**src/rtl/cpu_state_dump.sv**
```systemverilog
// Debug dump unit: on request, streams a cycle-stamp header, every general
// register, then the first data-memory words as tagged valid/ready beats.
module cpu_state_dump #(
    parameter int NUM_REGS = 32,
    parameter int NUM_MEM  = 8,
    parameter int DATA_W   = 32
) (
    input  logic              clk_i,
    input  logic              rst_i,
    input  logic              start_i,
    input  logic [31:0]       cycle_i,
    output logic [4:0]        reg_addr_o,
    input  logic [DATA_W-1:0] reg_data_i,
    output logic [4:0]        mem_addr_o,
    input  logic [DATA_W-1:0] mem_data_i,
    output logic              tvalid_o,
    input  logic              tready_i,
    output logic [DATA_W-1:0] tdata_o,
    output logic [7:0]        ttag_o,
    output logic              tlast_o,
    output logic              busy_o,
    output logic              done_o
);

    typedef enum logic [2:0] {
        S_IDLE,
        S_HDR,
        S_REG,
        S_MEM,
        S_DONE
    } state_t;

    localparam logic [4:0] LAST_REG = 5'(NUM_REGS - 1);
    localparam logic [4:0] LAST_MEM = 5'(NUM_MEM - 1);

    state_t      state;
    logic [4:0]  idx;
    logic [31:0] cycle_q;
    logic        slot_free;

    // The single output slot may be refilled when empty or being drained this cycle.
    assign slot_free = !tvalid_o || tready_i;

    // NOTE: reset is synchronous, so it lives inside the clocked block and all
    // state updates use non-blocking assignments.
    always_ff @(posedge clk_i) begin
        if (rst_i) begin
            state      <= S_IDLE;
            idx        <= '0;
            cycle_q    <= '0;
            reg_addr_o <= '0;
            mem_addr_o <= '0;
            tvalid_o   <= 1'b0;
            tdata_o    <= '0;
            ttag_o     <= '0;
            tlast_o    <= 1'b0;
            busy_o     <= 1'b0;
            done_o     <= 1'b0;
        end else begin
            done_o <= 1'b0;
            case (state)
                S_IDLE: begin
                    if (start_i) begin
                        cycle_q <= cycle_i;
                        busy_o  <= 1'b1;
                        idx     <= '0;
                        state   <= S_HDR;
                    end
                end

                S_HDR: begin
                    if (slot_free) begin
                        tvalid_o   <= 1'b1;
                        tdata_o    <= DATA_W'(cycle_q);
                        ttag_o     <= 8'hFF;
                        tlast_o    <= 1'b0;
                        idx        <= '0;
                        reg_addr_o <= '0;
                        state      <= S_REG;
                    end
                end

                S_REG: begin
                    if (slot_free) begin
                        tvalid_o <= 1'b1;
                        tdata_o  <= reg_data_i;
                        ttag_o   <= 8'(idx);
                        tlast_o  <= 1'b0;
                        if (idx == LAST_REG) begin
                            idx        <= '0;
                            reg_addr_o <= '0;
                            mem_addr_o <= '0;
                            state      <= S_MEM;
                        end else begin
                            idx        <= idx + 5'd1;
                            reg_addr_o <= idx + 5'd1;
                        end
                    end
                end

                S_MEM: begin
                    if (slot_free) begin
                        // A free slot while tlast_o is set means the final beat was just taken.
                        if (tlast_o) begin
                            tvalid_o   <= 1'b0;
                            tlast_o    <= 1'b0;
                            done_o     <= 1'b1;
                            idx        <= '0;
                            mem_addr_o <= '0;
                            state      <= S_DONE;
                        end else begin
                            tvalid_o <= 1'b1;
                            tdata_o  <= mem_data_i;
                            ttag_o   <= 8'h20 + 8'(idx);
                            tlast_o  <= (idx == LAST_MEM);
                            if (idx != LAST_MEM) begin
                                idx        <= idx + 5'd1;
                                mem_addr_o <= idx + 5'd1;
                            end
                        end
                    end
                end

                S_DONE: begin
                    busy_o <= 1'b0;
                    state  <= S_IDLE;
                end

                default: state <= S_IDLE;
            endcase
        end
    end

endmodule
```
**config.mk**
```make
export PLATFORM = sky130hd
export DESIGN_NAME = cpu_state_dump
export DESIGN_NICKNAME = d
export VERILOG_FILES = /design/src/rtl/cpu_state_dump.sv
export SDC_FILE = /design/constraint.sdc
export NUM_CORES = 1
export LEC_CHECK = 0
export CAP_MARGIN = 20
export CORE_AREA = 5 5 125 127
export DETAILED_ROUTE_END_ITERATION = 8
export DIE_AREA = 0 0 130 132
export DONT_BUFFER_PORTS = 1
export GPL_TIMING_DRIVEN = 0
export PLACE_DENSITY_LB_ADDON = 0.3
export SKIP_CTS_REPAIR_TIMING = 1
export SLEW_MARGIN = 20
export SYNTH_ARGS = -nofsm -noshare
export SYNTH_HDL_FRONTEND = slang
export SYNTH_SLANG_ARGS = --single-unit
```
**constraint.sdc**
```tcl
create_clock -name clk_i -period 6.14 [get_ports clk_i]
set_input_delay 0.614 -clock clk_i [delete_from_list [all_inputs] [get_ports clk_i]]
set_output_delay 0.614 -clock clk_i [all_outputs]
set_load 0.01 [all_outputs]
```
* After elaboration in Yosys (flattened, before gate mapping)
Index checks and enable logic that the tools add are counted. W data, S select, Z words.
Cells by class: add/subtract/negate cells 2, equal/unequal tests 16, muxes and demuxes 40, bitwise gates (word level) 2, reduce and logical (&&, ||, !) cells 19
Operator list (number):
- $mux W32 | 4
- $pmux W32 S3 | 1
- $mux W5 | 9
- $mux W8 | 4
- $pmux W8 S3 | 1
- $pmux W5 S2 | 2
- $pmux W5 S4 | 1
- $mux W3 | 6
- $ne A2 B2 Y1 const B | 7
- $pmux W3 S4 | 1
- $reduce_and A6 Y1 | 2
- $reduce_and A5 Y1 | 2
- $mux W1 | 8
- $reduce_bool A2 Y1 | 4
- $add A6 B5 Y7 const A | 1
- $eq A3 B2 Y1 const B | 2
- $pmux W1 S2 | 3
- $reduce_and A3 Y1 | 2
- $add A5 B1 Y5 const B | 1
- $eq A5 B3 Y1 const B | 1
- $eq A5 B5 Y1 const B | 1
- $ne A5 B3 Y1 const B | 1
- $reduce_and A2 Y1 | 2
- $reduce_bool A4 Y1 | 1
- 11 further kinds | 12
Word-level totals: flip-flop bits (word level) 94, input port bits 100, output and inout port bits 54, logic and storage cells 90

* Logic depth before layout (Yosys ltp)
depth after elaboration 5, depth in mapped cells 8

* Worst setup path after synthesis
No wires, ideal clock.
path type register -> register, start reg idx[0], end reg mem_addr_o[0], arrival 2.040 ns, data required time 6.070 ns, path slack 4.030 ns, cell stages (with the launch flop) 8, buffers on the path 0, cells stage by stage dfxtp_1 > ha_1 > and3_1 > ha_1 > nor2_1 > or4_4 > or4_1 > a21oi_1
On the way: cells in the longest elaborated chain, start to end 5, elaborated cells on any way between the ends 10
RTL lines:
- from (decl) | RTL line 37 | logic [4:0] idx;
- from (signal assigned) | RTL line 95 | idx <= idx + 5'd1;
- from (signal assigned) | RTL line 117 | idx <= idx + 5'd1;
- $add A5 B1 Y5 | RTL line 118 | mem_addr_o <= idx + 5'd1;
- $mux W5 | RTL line 116 | if (idx != LAST_MEM) begin
- $mux W5 | RTL line 104 | if (tlast_o) begin
- $mux W5 | RTL line 102 | if (slot_free) begin
- $pmux W5 S2 | RTL line 61 | case (state)
- to (signal assigned) | RTL line 118
- to (decl) | RTL line 14 | output logic [4:0] mem_addr_o,
Parallel ways exist; a longest one is shown, timed or not. The select of a mux whose other input is x is not followed. A chain may end at the register's enable or synchronous reset.

* Final worst setup path
Ends and elaborated chain as after synthesis.

==> out/qor.yml <==
cp.buffers_inverters: 0
drive_above_1_share: 0.0888
synthArstFlopShare: 0
rows: 44
finalWeightedCongestion: 0.858
maxCapViolCount: 0
via_per_inst: 5.26
cp_max_fo: 6
cts-root-buf: "clkbuf_16"
crit_arrival_ns: 2.70
setup_tns_ns: 0
seqPwrFrac: 0.465
power_density_nw_per_um2: 330
clock_skew_ns: 0.00908
required_ns: 6.41
grt_setup_unrepaired: "no"
drc_errors: 0
design.core.area_sq_um: 14300
netSwitchingFraction: 0.325
path_common_cell: "ha_1"
ir_drop_uv: 155
final_nets: 627
intPower_mw: 1.04
grt_pass1_wl_mm: 20.8
wl_per_cell_um: 19.4
layout_commonest_cell: "nand2_1"
reg2regPathDepth: 7
min_path_cells: 2
pwr-share-clk: 0.332
ant_nets: 0
cts.clk_slew.worst_paths_ns: 0.07
htree_levels: 3
io_pins: 154
port_buffers: 0
final_util: 0.327
wl_mm: 13.9
die_area_sq_um: 17200
slowest_delay_ns: 0.50
critPathTopFamily: "simple AND/OR/NAND/NOR gates"
relSlewSlack: 0.520
first_iter_violations: 245
firstDrtPassIters: 5
synth_area_sq_um: 4190
synth_top_area_frac: 0.444
vias: 3752
synth_area_leaders: "dfxtp_1 (44%), nand2_1 (11%), a21oi_1 (8.5%)"
diodes: 0
setup_viol: 0
die_h_um: 132
antenna_found_initial: 0
fillerInstances: 1565
startpoint_type: "flop"
clkSinkCount: 93
synth.distinct_cells: 47
hold_viol: 0
power.switching_uw: 503
synth-seq-cells: 93
track_usage: 0.159
grt_max_degree: 16
min_period_over_period: 0.395
synth_area_leader_cell: "dfxtp_1"
grt_pass1_vias: 3631
whs_endpoint: "cycle_q[24]$_SDFFE_PP0P_"
startpoint: "idx[0]$_SDFFE_PP0P_"
crit_type: "flop to flop"
synthFlopType: "dfxtp_1"
avgSynthCellArea_sq_um: 8.15
reg2reg_slack_ns: 3.71
synth-edff-count: 0
worstReg2RegStart: "idx[0]$_SDFFE_PP0P_"
p_comb_frac: 0.203
grt-ovfl-total: 0
rr_endpoint: "mem_addr_o[0]$_SDFFE_PP0P_"
clock_latency_ns: 0.35
area_delta_synth_final_pct: 11.8
cts_buffer_depth: 2
min_from: "cycle_i[24]"
drv_slew: 0
ys_warn_count: 0
initial_core_util: 0.293
syn_nets: 616
hold_class: "input pin to flop"
ys_seq_area_frac: 0.444
syn_inst: 514
crit_chain: "ha_1 > and3_1 > ha_1 > nor2_1 > or4_4 > or4_1 > a21oi_1"
cp_slowest_cell: "or4_1"
final_cell_mix: "nand2_1 (122), dfxtp_1 (93), a21oi_1 (71)"
die_x_um: 130
cts_tree: "yes"
status: "complete, no violations"
critPathCaptureType: "flop"
hpwl_mm: 10.7
cts_inserted_buffers: 9
total_leakage_power_nw: 1.61
layout_min_cycle_time_ns: 2.43
tightest_slew_ns: 0.720
fmax_mhz: 412
-- worst reg2reg max path, delay by kind of cell (launching register included) --
| kind | cells | cell delay [ns] |
|---|---|---|
| adders and majority gates | 2 | 0.50 |
| and+or+nand+nor | 4 | 1.27 |
| AOI/OAI and AO/OA | 1 | 0.15 |
| DFF | 1 | 0.44 |
-- cell families after synthesis --
logic type                 synth area share
muxes                                0.0890
AOI/OAI and AO/OA                     0.173
buffers and inverters                0.0525
xor gates and xnor gates            0.00627
and+or+nand+nor                       0.229
DFF                                   0.444
adders and majority gates           0.00597
-- worst max path at each step --
stage	to	slack [ns]	depth (start not counted)
floorplan	mem_addr_o[0]$_SDFFE_PP0P_	4.03	7
global placement	mem_addr_o[0]$_SDFFE_PP0P_	3.76	7
detailed placement	mem_addr_o[0]$_SDFFE_PP0P_	3.73	7
CTS	mem_addr_o[0]$_SDFFE_PP0P_	3.70	7
global route	mem_addr_o[0]$_SDFFE_PP0P_	3.55	7
finish	mem_addr_o[0]$_SDFFE_PP0P_	3.71	7
-- per-layer routing --
layer  global-route usage  vias up  wire, um
li1                     -     1829         -
met1                0.192     1780      5700
met2                0.268      128      6940
met3               0.0567       15      1030
met4               0.0387        0       185
met5                    0        -         0
-- sequential cells by signal, summed over array words and instances (netlist names) --
name,count
mem_addr_o,5
tvalid_o,1
state,3
cycle_q,32
tlast_o,1
idx,5
busy_o,1
tdata_o,32
ttag_o,7
reg_addr_o,5
done_o,1
-- power by group through the flow --
stage / Combinational (mW) / Clock [mW] / Sequential, mW
after floorplan: 0.232 / 0 / 0.717
after global placement: 0.308 / 0 / 0.733
after detailed placement: 0.315 / 0 / 0.734
after CTS: 0.316 / 0.525 / 0.721
after global routing: 0.351 / 0.551 / 0.725
final: 0.313 / 0.513 / 0.719
-- cells in the mapped netlist (5+ instances only) --
library cell and number:
a21oi_1 71, nand4_1 9, o21ai_0 7, mux2_2 10
o211ai_1 24, dfxtp_1 93, nor3_1 23, buf_1 5
clkbuf_1 26, mux2i_1 26, buf_2 11, nand2_1 122
nor2_1 24, a221oi_1 8
-- cell type report --
cell class	count	area, sq um	share of cell area
multi-input combinational	371	2110	0.450
sequential	93	1860	0.397
tap	184	230	0.0491
clock buffer	9	225	0.0481
buffer	46	205	0.0438
clock inverter	6	40.0	0.00854
inverter	4	15.0	0.00320
-- metrics by stage --
step | hold WS (ns) | worst slack, ns | total power [mW] | cell area (sq um) | cells
global placement | 0.443 | 3.76 | 1.04 | 4420 | 698
global route | 0.388 | 3.55 | 1.63 | 4690 | 713
finish | 0.395 | 3.71 | 1.54 | 4690 | 713
detailed placement | 0.447 | 3.73 | 1.05 | 4420 | 698
floorplan | 0.436 | 4.03 | 0.949 | 4190 | 514
CTS | 0.387 | 3.70 | 1.56 | 4690 | 713
No activity file was read; power rests on OpenSTA's default activity.
